===== config.mk =====
export PLATFORM = sky130hd
export DESIGN_NAME = pipe_stage_chain
export DESIGN_NICKNAME = d
export VERILOG_FILES = /design/src/rtl/pipe_pkg.sv /design/src/rtl/pipe_stage_reg.sv /design/src/rtl/pipe_stage_chain.sv
export SDC_FILE = /design/constraint.sdc
export NUM_CORES = 1
export LEC_CHECK = 0
export ABC_AREA = 1
export CORE_MARGIN = 2
export CORE_UTILIZATION = 49
export DETAILED_ROUTE_END_ITERATION = 8
export PLACE_DENSITY = 0.85
export SLEW_MARGIN = 20
export SYNTH_ARGS = -nofsm -noshare
export SYNTH_HDL_FRONTEND = slang
export SYNTH_SLANG_ARGS = --single-unit

===== constraint.sdc =====
create_clock -name clk_i -period 2.1 [get_ports clk_i]
set_clock_uncertainty 0.15 [all_clocks]
set_input_delay 0.21 -clock clk_i [delete_from_list [all_inputs] [get_ports clk_i]]
set_output_delay 0.21 -clock clk_i [all_outputs]
set_load 0.02 [all_outputs]

===== src/rtl/pipe_pkg.sv =====
// ---------------------------------------------------------------------------
// pipe_pkg
//
// Purpose:
//   Shared definitions for the parametrised pipeline stage chain.
//   - Default geometry constants that datapath variants start from.
//   - The per-stage control bundle (stall/flush) used by each stage register.
// ---------------------------------------------------------------------------
package pipe_pkg;

  // Default depth and payload width of a classic decode/execute/memory/
  // writeback chain.
  localparam int PIPE_DEFAULT_STAGES = 4;
  localparam int PIPE_DEFAULT_WIDTH  = 32;

  // The retire counter feeds a 64-bit CSR, so it defaults to full width.
  localparam int RETIRE_CNT_WIDTH    = 64;

  // Control seen by a single stage. Flush has priority over stall.
  typedef struct packed {
    logic stall;
    logic flush;
  } stage_ctrl_t;

endpackage : pipe_pkg


===== src/rtl/pipe_stage_reg.sv =====
// ---------------------------------------------------------------------------
// pipe_stage_reg
//
// Purpose:
//   One pipeline stage register: a DATA_WIDTH payload plus a valid bit,
//   with its own stall (hold) and flush (kill) control.
//
// Ports:
//   clk_i      in   clock, rising-edge
//   reset_i    in   asynchronous active-low reset
//   upData_i   in   payload offered by the upstream stage
//   upValid_i  in   upstream valid, already masked by the upstream stall
//   ctrl_i     in   {stall, flush} for this stage
//   data_o     out  registered payload
//   valid_o    out  registered valid bit
// ---------------------------------------------------------------------------
module pipe_stage_reg
  import pipe_pkg::*;
#(
  parameter int DATA_WIDTH = PIPE_DEFAULT_WIDTH
) (
  input  logic                  clk_i,
  input  logic                  reset_i,
  input  logic [DATA_WIDTH-1:0] upData_i,
  input  logic                  upValid_i,
  input  stage_ctrl_t           ctrl_i,
  output logic [DATA_WIDTH-1:0] data_o,
  output logic                  valid_o
);

  logic [DATA_WIDTH-1:0] data_q;
  logic [DATA_WIDTH-1:0] data_d;
  logic                  valid_q;
  logic                  valid_d;

  // Next-state selection. Flush clears the payload as well as the valid
  // bit so a killed instruction leaves no stale data visible to debug
  // or trace logic. Stall simply holds. Otherwise the stage copies its
  // upstream neighbour; a stalled upstream arrives here already invalid,
  // which is what turns a stall mismatch into a bubble.
  always_comb begin
    data_d  = data_q;
    valid_d = valid_q;
    if (ctrl_i.flush) begin
      data_d  = '0;
      valid_d = 1'b0;
    end else if (!ctrl_i.stall) begin
      data_d  = upData_i;
      valid_d = upValid_i;
    end
  end

  // Stage state register with asynchronous active-low reset.
  always_ff @(posedge clk_i or negedge reset_i) begin
    if (!reset_i) begin
      data_q  <= '0;
      valid_q <= 1'b0;
    end else begin
      data_q  <= data_d;
      valid_q <= valid_d;
    end
  end

  assign data_o  = data_q;
  assign valid_o = valid_q;

endmodule : pipe_stage_reg


===== src/rtl/pipe_stage_chain.sv =====
// ---------------------------------------------------------------------------
// pipe_stage_chain
//
// Purpose:
//   Parametrised chain of NUM_STAGES pipe_stage_reg instances carrying a
//   DATA_WIDTH payload plus valid bit, with per-stage stall and flush.
//   Also provides a retire strobe, a wrapping retire counter and an
//   occupancy count (number of valid stages) for CSRs / perf counters.
//
// Ports:
//   clk_i           in   clock, rising-edge
//   reset_i         in   asynchronous active-low reset
//   in_data_i       in   payload entering stage 0
//   in_valid_i      in   in_data_i carries a real instruction
//   stall_i         in   per-stage hold, bit k freezes stage k
//   flush_i         in   per-stage kill, bit k invalidates stage k
//   stage_data_o    out  stage k payload at [k*DATA_WIDTH +: DATA_WIDTH]
//   stage_valid_o   out  per-stage valid bits
//   retire_o        out  an instruction leaves the last stage this cycle
//   retire_count_o  out  running (wrapping) count of retired instructions
//   occupancy_o     out  number of valid stages
//   protocol_err_o  out  sticky illegal stall-pattern flag
//
// Configuration:
//   PIPE_STAGE_CHAIN_PROTOCOL_CHECK_EN - when defined, builds a checker that
//   flags an upstream stage overwriting a held downstream stage. When
//   undefined, protocol_err_o is tied low and no checker exists.
// ---------------------------------------------------------------------------
module pipe_stage_chain
  import pipe_pkg::*;
#(
  parameter int NUM_STAGES = PIPE_DEFAULT_STAGES,
  parameter int DATA_WIDTH = PIPE_DEFAULT_WIDTH,
  parameter int CNT_WIDTH  = RETIRE_CNT_WIDTH
) (
  input  logic                             clk_i,
  input  logic                             reset_i,
  input  logic [DATA_WIDTH-1:0]            in_data_i,
  input  logic                             in_valid_i,
  input  logic [NUM_STAGES-1:0]            stall_i,
  input  logic [NUM_STAGES-1:0]            flush_i,
  output logic [NUM_STAGES*DATA_WIDTH-1:0] stage_data_o,
  output logic [NUM_STAGES-1:0]            stage_valid_o,
  output logic                             retire_o,
  output logic [CNT_WIDTH-1:0]             retire_count_o,
  output logic [$clog2(NUM_STAGES+1)-1:0]  occupancy_o,
  output logic                             protocol_err_o
);

  localparam int OCC_WIDTH = $clog2(NUM_STAGES + 1);

  logic [DATA_WIDTH-1:0] stageData [NUM_STAGES];
  logic [NUM_STAGES-1:0] stageValid;

  // Stage chain. Stage 0 is fed from the input port with an implicit
  // upstream stall of 0; every later stage takes the previous stage's
  // payload and a valid that is cleared when that previous stage stalls,
  // so a stalled upstream feeding an advancing downstream yields a bubble.
  for (genvar k = 0; k < NUM_STAGES; k++) begin : gStage
    logic [DATA_WIDTH-1:0] upData;
    logic                  upValid;
    stage_ctrl_t           ctrl;

    if (k == 0) begin : gHead
      assign upData  = in_data_i;
      assign upValid = in_valid_i;
    end else begin : gBody
      assign upData  = stageData[k-1];
      assign upValid = stageValid[k-1] & ~stall_i[k-1];
    end

    assign ctrl.stall = stall_i[k];
    assign ctrl.flush = flush_i[k];

    pipe_stage_reg #(
      .DATA_WIDTH (DATA_WIDTH)
    ) uStage (
      .clk_i     (clk_i),
      .reset_i   (reset_i),
      .upData_i  (upData),
      .upValid_i (upValid),
      .ctrl_i    (ctrl),
      .data_o    (stageData[k]),
      .valid_o   (stageValid[k])
    );

    assign stage_data_o[k*DATA_WIDTH +: DATA_WIDTH] = stageData[k];
  end

  assign stage_valid_o = stageValid;

  // An instruction retires when the last stage holds a valid entry that is
  // neither held back nor killed this cycle.
  assign retire_o = stageValid[NUM_STAGES-1]
                  & ~stall_i[NUM_STAGES-1]
                  & ~flush_i[NUM_STAGES-1];

  // Retire counter; wraps naturally at 2^CNT_WIDTH.
  logic [CNT_WIDTH-1:0] retireCount_q;
  logic [CNT_WIDTH-1:0] retireCount_d;

  always_comb begin
    retireCount_d = retireCount_q;
    if (retire_o) begin
      retireCount_d = retireCount_q + CNT_WIDTH'(1);
    end
  end

  always_ff @(posedge clk_i or negedge reset_i) begin
    if (!reset_i) begin
      retireCount_q <= '0;
    end else begin
      retireCount_q <= retireCount_d;
    end
  end

  assign retire_count_o = retireCount_q;

  // Occupancy is a plain popcount of the valid bits.
  logic [OCC_WIDTH-1:0] occupancy;

  always_comb begin
    occupancy = '0;
    for (int k = 0; k < NUM_STAGES; k++) begin
      occupancy = occupancy + OCC_WIDTH'(stageValid[k]);
    end
  end

  assign occupancy_o = occupancy;

`ifdef PIPE_STAGE_CHAIN_PROTOCOL_CHECK_EN
  // A hazard exists at stage k when it is held while its upstream neighbour
  // advances with a valid entry and the held stage is not being flushed:
  // the upstream instruction would be lost. The hazard unit is expected to
  // stall every stage upstream of a held stage.
  logic [NUM_STAGES-1:0] hazard;
  logic                  protErr_q;
  logic                  protErr_d;

  always_comb begin
    hazard = '0;
    for (int k = 1; k < NUM_STAGES; k++) begin
      hazard[k] = stall_i[k] & ~stall_i[k-1] & ~flush_i[k] & stageValid[k-1];
    end
  end

  // Sticky until reset.
  always_comb begin
    protErr_d = protErr_q | (|hazard);
  end

  always_ff @(posedge clk_i or negedge reset_i) begin
    if (!reset_i) begin
      protErr_q <= 1'b0;
    end else begin
      protErr_q <= protErr_d;
    end
  end

  assign protocol_err_o = protErr_q;

  stallPatternLegal : assert property (
    @(posedge clk_i) disable iff (!reset_i) !(|hazard)
  ) else $warning("pipe_stage_chain: held stage overwritten by upstream (hazard=%b)", hazard);
`else
  assign protocol_err_o = 1'b0;
`endif

endmodule : pipe_stage_chain


Yosys cells after proc, flatten, opt, wreduce, memory -nomap -nowiden
Cells that the tools add are included.

Register bits: 196. Output and inout bits: 201. Logic and storage cells: 43.

$add $sub $neg: 4. Eq/ne operators: 4. Mux-type cells: 16. Bitwise gates (word level): 10.

Operators with widths (number): 32-bit 2-to-1 mux (8); 64-bit by 1-bit adder with 64-bit output, second input constant (1); 1-bit 2-to-1 mux (8); 2-bit by 1-bit != test with 1-bit output, second input constant (4); 1-bit AND (5); 1-bit inverter (5); 2-bit by 1-bit adder with 3-bit output (1); 3-bit by 1-bit adder with 3-bit output (1); 1-bit by 1-bit adder with 2-bit output (1).

Longest topological paths before layout
Gate-level depths: netlist (run 1).

Depth in word-level cells: 4. Depth in mapped cells: 13.

Hierarchy
From an unflattened synthesis (run 1), not the netlist that was laid out.

Cells, all modules: 1161. Area total of the unflattened synthesis: 9660.5 um^2.

By module, submodules not included: pipe_stage_reg (instances 4, cells each 144, area each 1410.1 um^2); pipe_stage_chain (instances 1, cells each 585, area each 4020.1 um^2).

Worst setup path before layout (run 1)
Ideal clock, no wire load.

Kind: register -> output. Start point: register gStage[3].uStage.valid_q. End point: output port occupancy_o[1]. Arrival: 1.546 ns. Required time: 1.740 ns. Path slack: 0.194 ns. Stages on the path, launching flop included: 6. Path buffers: 0. Cells stage by stage: dfrtp_1 inv_2 fa_1 inv_1 ha_1 ha_1.

Cells in the longest elaborated chain, start to end: 1.

RTL lines: from (decl) (line pipe_stage_reg.sv:33) `logic valid_q;`; from (signal assigned) (line pipe_stage_reg.sv:60) `valid_q <= valid_d;`; 3-bit by 1-bit adder with 3-bit output (line pipe_stage_chain.sv:125) `occupancy = occupancy + OCC_WIDTH'(stageValid[k]);`; to (decl) (line pipe_stage_chain.sv:46) `output logic [$clog2(NUM_STAGES+1)-1:0] occupancy_o,`.

No other way between the ends.

Final worst setup path (run 1)
Start point: register gStage[0].uStage.valid_q. End point: output port occupancy_o[1].

Cells in the longest elaborated chain, start to end: 3.

RTL lines (line): from (decl) (pipe_stage_reg.sv:33); from (signal assigned) (pipe_stage_reg.sv:60); 1-bit by 1-bit adder with 2-bit output (pipe_stage_chain.sv:125); 2-bit by 1-bit adder with 3-bit output (pipe_stage_chain.sv:125); 3-bit by 1-bit adder with 3-bit output (pipe_stage_chain.sv:125).

No other way between the ends.

==> impl_results.md, run 1 <==
* Slowest Stage Delay on Critical Path at 0.54 ns
* Max Cap Viol at 0
* Synth Warn # at 0
* Final Hold Fails at 0
* CP required at ~1.7 ns
* Hold Path Class: in -> async
* Placeable Area at 18100 µm²
* Total GRT Usage at 0.278
* Syn_area_per_cell at around 9 µm²
* CTS tree: done
* Worst Path Buf+Inv at 3
* I/O pin count at between 200 and 250
* Max FO, Critical Path at 2
* Placed insts at 1489
* First-pass GRT wire length at 42.7 mm
* Final WS setup at -0.222 ns
* Max frequency at approximately 430 MHz
* Unrepaired setup endpoints after global routing: yes
* Arr. time, crit path at 1.96 ns
* Clock Tree Buf Depth at 2
* Largest net degree at the start of global routing at between 50 and 60
* VDD IR max at 569 µV
* WS Path Type: reg -> out
* WL/cell at 17.6 µm
* Synth top area share at 0.540
* Number of cells produced by synthesis at 1028
* Die Span X at 140 µm
* Mapped Nets at between 1000 and 1500
* Final net count at between 1000 and 1500
* Crit. End Element: output pin
* Clk_lat worst skew at 0.44 ns
* Final critical-path share of the clock period at 1.11
* Final setup viols at 3
* Gr ovfl total at 0
* Min Tclk post-route at approximately 2.3 ns
* Worst path slowest cell: fa_1
* Die height at 140 µm
* Port Buf Inserts at 242
* CTS clk-pin slew, worst paths at 0.07 ns
* Crit start category: flop
* Detailed Place HPWL at approximately 20 mm
* Top FF cell, synth: dfrtp_1
* DRT Pass-1 Iters at 9
* Commonest cells in the netlist: dfrtp_1, inv_1, nand2_1, nand3_1, nor2_1
* H-tree levels at 4
* Setup TNS at -0.410 ns
* Rows at 49
* Vias per cell at 5.29
* GPL Wtd Cong at 0.951
* CTS Root Cell: clkbuf_16
* # DRC at 14
* Vias in the first global route at 7985
* Distinct cells, synth at 37
* Antenna violations before repair at 0
* Initial Util at 0.502
* Slew Limit Headroom at 0.536
* DR vias at between 8000 and 9000
* Post-placement cell area at 11900 µm²
* Total Routed Length at 26.9 mm
* Clk sink count at between 150 and 200
* Crit path cell chain: inv_2, fa_1, inv_2, ha_4, ha_4, buf_6
* #FFs+latches synth at 196
* Die Area at 19600 µm²
* Most common cell in the netlist: dfrtp_1
* Layout cells sized above 1 at 0.0963
* Worst Max-Slew Pin Slew at 0.695 ns
* Finished Cell Area at between 10000 and 15000 µm²
* Main area contributors after synthesis: dfrtp_1, inv_1, nand2_1, nand3_1, o22ai_1
* Failing checks: design-rule violations, negative setup slack
* Power per cell area at between 600 and 700 nW/µm²
* Ys async rst share at 1.00
* Num CTS Buffers at 17
* EDFF count, synth at 0
* Post-Layout Cell Count at 1527
* Fin. max-slew vios at 0
* Mapped Area at 9080 µm²
* Register area share after synthesis at 0.540
* Leak Pwr at between 5 and 6 nW
* Post-route antenna net violation count at 0
* Initial DRC Count at between 500 and 600
* Top delay family on crit path: adder cells
* Synth area leader: dfrtp_1
* Syn-to-layout area delta at 38.1%
* Outcome: complete, but fails checks
* # diodes at 0
==> cell families after synthesis <==
group | after synthesis | synth area share
AO/OA/AOI/OAI | 134 | 0.0838
XOR/XNOR | 41 | 0.0395
adder cells (fa/ha/maj) | 4 | 0.00634
buffers and inverters | 220 | 0.0970
flip-flops | 196 | 0.540
other | 1 | 0.000413
AND/OR/NAND/NOR | 432 | 0.233
==> worst paths after layout <==
check	startpoint	to	slack [ns]	cells past startpoint
setup / recovery	gStage[0].uStage.valid_o	occupancy_o[1]	-0.22	6
hold / removal	reset_i	gStage[3].uStage.data_o[29]	0.18	2
setup reg to reg	retire_count_o[1]	retire_count_o[54]	0.17	8
hold reg to reg	retire_count_o[63]	retire_count_o[63]	0.35	2
max in group asynchronous	reset_i	retire_count_o[36]	1.01	3
min in group clk_i	in_data_i[27]	gStage[0].uStage.data_o[27]	0.20	3
==> report_power, final <==
part           switching, W  internal, W  total (W)
Sequential        0.0000418      0.00384    0.00388
Clock               0.00160      0.00173    0.00333
Combinational      0.000410     0.000283   0.000692
==> sequential cells by signal, indices dropped and copies added (netlist names) <==
signal,flops
gStage.uStage.data_o,128
gStage.uStage.valid_o,4
retire_count_o,64
==> through the flow <==
| step | util | hold slack [ns] | power (W) | setup WS, ns |
|---|---|---|---|---|
| after floorplan | - | -0.236 | 0.00423 | 0.194 |
| after global placement | 0.656 | 0.0342 | 0.00463 | -0.247 |
| after detailed placement | 0.656 | 0.0318 | 0.00464 | -0.310 |
| after CTS | 0.692 | 0.187 | 0.00795 | -0.223 |
| after global routing | 0.694 | 0.197 | 0.00817 | -0.268 |
| final | 0.694 | 0.183 | 0.00791 | -0.222 |
==> cell type report <==
cell class                 instances  area, µm²
clock buffer                      18        439
clock inverter                    14        159
multi-input combinational        612       3320
sequential                       196       4900
inverter                         180        681
timing repair buffer             278       2750
fill                            1418       5540
tap                              229        287
==> layout by cell type, fill, tap and decap left out, types with 2 or more instances in the layout <==
cell type,Yosys,layout
nand3_1,102,102
nand3_4,2,2
buf_12,1,4
inv_6,1,7
xnor2_1,14,14
clkbuf_8,0,2
nand2_4,5,5
clkinv_2,0,2
clkbuf_16,0,17
nand2_2,7,7
xor2_1,27,27
nor2_1,85,85
ha_4,0,2
clkdlybuf4s50_1,0,237
inv_2,2,5
buf_6,2,3
or2_2,2,2
nand2_1,160,160
clkinv_8,0,2
buf_4,5,31
nor3_2,2,2
o32ai_1,2,2
o21ai_0,67,67
nor2_8,2,2
nand4_1,16,16
inv_1,176,173
nand3b_1,7,7
o22ai_1,64,64
dfrtp_1,196,196
nand3_2,4,4
inv_8,0,3
nor2_2,10,10
nor3_1,14,14
nor2_4,11,11
==> worst reg2reg max path, stage by stage (launching register included) <==
cell and delay, ns:
dfrtp_1 0.42, ha_1 0.19, inv_1 0.08, nor2_4 0.22, nand2_4 0.12, nor3_2 0.37, nand3_1 0.13, nand2_1 0.08
nand2_1 0.05
==> routing by layer <==
layer / vias to the layer above / track usage / share of wire
li1: 3807 / - / -
met5: - / 0 / 0
met1: 3916 / 0.346 / 0.40
met2: 309 / 0.466 / 0.48
met4: 0 / 0.102 / 0.030
met3: 53 / 0.0752 / 0.086
==> timing repair <==
action	CTS	global route
pin swaps	1	0
resized for setup	24	1
setup endpoints to repair	4	3
setup buffers	2	3
hold buffers	1	0
endpoints found under the hold margin	196	0
gates cloned	0	0
Power figures use the tool's default switching activity.
==> inputs of run 2 (changes only) <==
--- a/config.mk
+++ b/config.mk
@@ -9,6 +9,8 @@
 export CORE_MARGIN = 2
 export CORE_UTILIZATION = 49
 export DETAILED_ROUTE_END_ITERATION = 8
+export GPL_ROUTABILITY_DRIVEN = 0
+export GPL_TIMING_DRIVEN = 0
 export PLACE_DENSITY = 0.85
 export SLEW_MARGIN = 20
 export SYNTH_ARGS = -nofsm -noshare
==> run 2 against run 1 <==
The flow still finishes with violations (design-rule violations, negative setup slack); global-route usage down 0.23 points; design area is essentially flat; register-to-register slack is essentially flat; highest routed layer unchanged.
==> impl_results.md, run 2 (synthesis gave the netlist of run 1 again) <==
* Most common cell after layout, fill and taps aside: clkdlybuf4s50_1
* Initial DRC Count at approximately 580
* Port Buf Inserts at between 200 and 250
* Final critical-path share of the clock period at 1.12
* Clk_lat worst skew at ~0.44 ns
* Post-route antenna net violation count at 0
* R2R depth at 9
* Total Routed Length at around 27 mm
* # DRC at 14
* Total GRT Usage at 0.275
* Final net count at 1346
* WL/cell at between 15 and 20 µm
* Clock Tree Buf Depth at 2
* Syn-to-layout area delta at 38.2%
* Hold Path Class: in -> async
* Antenna violations before repair at 0
* Hold_ws at ~0.064 ns
* CTS Root Cell: clkbuf_16
* Unrepaired setup endpoints after global routing: yes
* Crit start category: flop
* Flop pwr share at 0.495
* Gr ovfl total at 0
* RR Endpoint: retire_count_o[52]
* H-tree levels at 4
* Final setup viols at 3
* Slew Limit Headroom at 0.597
* Placed insts at 1500
* Fin. max-slew vios at 0
* Die height at ~140 µm
* Clock share of power at 0.417
* Largest register FFs at 128
* VDD IR max at a little under 600 µV
* Outcome: complete, but fails checks
* DRT Pass-1 Iters at 9
* Final WS setup at -0.258 ns
* I/O pin count at 244
* DR vias at 8199
* Net load switching power at around 0.0021 W
* Power per cell area at 626 nW/µm²
* Die Span X at 140 µm
* CTS clk-pin slew, worst paths at 0.08 ns
* Min Tclk post-route at ~2.4 ns
* Fill cells at around 1300
* CP required at 1.74 ns
* Vias in the first global route at slightly above 8000
* Arr. time, crit path at around 2 ns
* Power Internal at 0.00574 W
* Num CTS Buffers at 17
* R2r setup slk at about 0.16 ns
* CTS tree: done
* Die Area at roughly 20000 µm²
* Largest net degree at the start of global routing at just over 100
* WS Path Type: reg -> out
* Vias per cell at roughly 5.3
* Detailed Place HPWL at ~20 mm
* Crit. End Element: output pin
* Initial Util at 0.502
* Crit path cell chain: inv_2, fa_1, inv_2, ha_4, ha_4, buf_6
* Worst Max-Slew Pin Slew at slightly above 0.6 ns
* Max Cap Viol at 0
* Setup TNS at -0.484 ns
* Critical R2R Launch: retire_count_o[1]
* Gate power share at 0.088
* Switching Share at 0.269
* Slowest Stage Delay on Critical Path at 0.55 ns
* First-pass GRT wire length at 42.4 mm
* Max FO, Critical Path at 2
* Layout cells sized above 1 at 0.0831
* Placeable Area at 18100 µm²
* Rows at between 40 and 50
* Max frequency at 424 MHz
* # diodes at 0
* Worst path slowest cell: fa_1
* Leak Pwr at 5.47 nW
* Final Hold Fails at 0
* Clk sink count at 196
* Worst Path Buf+Inv at 3
* Top delay family on crit path: adder cells
* CP startpoint: gStage[1].uStage.valid_o
* Most frequent cells in the layout: clkdlybuf4s50_1, dfrtp_1, inv_1
* Post-Layout Cell Count at 1541
* Failing checks: design-rule violations, negative setup slack
## run 2: repair_timing
action                                  CTS  global route
resized for setup                        25             4
endpoints found under the setup margin    4             5
gates cloned                              0             0
hold buffers                              2             0
setup buffers                             5             2
hold endpoints to repair                134             0
pin swaps                                 2             0
## run 2: layout make-up
| cell class | instances | area (µm²) | share of cell area |
|---|---|---|---|
| timing repair buffer | 252 | 2540 | 0.202 |
| inverter | 180 | 681 | 0.0542 |
| sequential | 196 | 4900 | 0.391 |
| clock buffer | 17 | 425 | 0.0339 |
| multi-input combinational | 612 | 3330 | 0.265 |
| buffer | 40 | 200 | 0.0159 |
| clock inverter | 15 | 186 | 0.0149 |
| tap | 229 | 287 | 0.0228 |
## run 2: power groups by stage
stage | Combinational (W) | Sequential (W) | Clock, W
final | 0.000693 | 0.00389 | 0.00327
after global routing | 0.000751 | 0.00389 | 0.00347
after CTS | 0.000696 | 0.00388 | 0.00332
after detailed placement | 0.000682 | 0.00396 | 0
after global placement | 0.000657 | 0.00396 | 0
after floorplan | 0.000190 | 0.00404 | 0
## run 2: worst reg2reg max path, stage by stage (launching register included)
cell and delay, ns:
dfrtp_1 0.43, ha_1 0.20, inv_1 0.08, nor2_4 0.21
nand3_1 0.17, nor2_2 0.26, nand2_2 0.12, nor2_2 0.12
nand3b_1 0.09, nand2_1 0.07
## run 2: worst max-delay path by stage
stage,to,slack (ns),depth (start not counted)
6_report,occupancy_o[1],-0.26,6
5_1_grt,occupancy_o[1],-0.30,6
4_1_cts,occupancy_o[1],-0.25,6
3_5_place_dp,occupancy_o[1],-0.36,6
3_3_place_gp,gStage[0].uStage.data_o[8],-7.26,1
2_1_floorplan,occupancy_o[1],0.19,5
## run 2: through the flow
step	total power, W	setup WS, ns	util	cell area [µm²]
after floorplan	0.00423	0.194	-	9080
after global placement	0.00462	-7.26	0.651	11800
after detailed placement	0.00464	-0.363	0.655	11800
after CTS	0.00790	-0.247	0.693	12500
after global routing	0.00811	-0.301	0.694	12600
final	0.00785	-0.258	0.694	12600
## run 2: routing by layer
| layer | up-vias | wire length (µm) | track usage |
|---|---|---|---|
| met5 | - | 0 | 0 |
| met2 | 363 | 13200 | 0.464 |
| met1 | 3930 | 10100 | 0.333 |
| met3 | 65 | 2470 | 0.0855 |
| li1 | 3841 | - | - |
| met4 | 0 | 867 | 0.106 |
==> inputs of run 3 (changes only) <==
--- a/config.mk
+++ b/config.mk
@@ -8,6 +8,7 @@
 export ABC_AREA = 1
 export CORE_MARGIN = 2
 export CORE_UTILIZATION = 49
+export CTS_CLUSTER_SIZE = 24
 export DETAILED_ROUTE_END_ITERATION = 8
 export GPL_ROUTABILITY_DRIVEN = 0
 export GPL_TIMING_DRIVEN = 0
==> results of run 3 <==
Same layout as run 2: the final DEF is identical, and so are final timing and power.
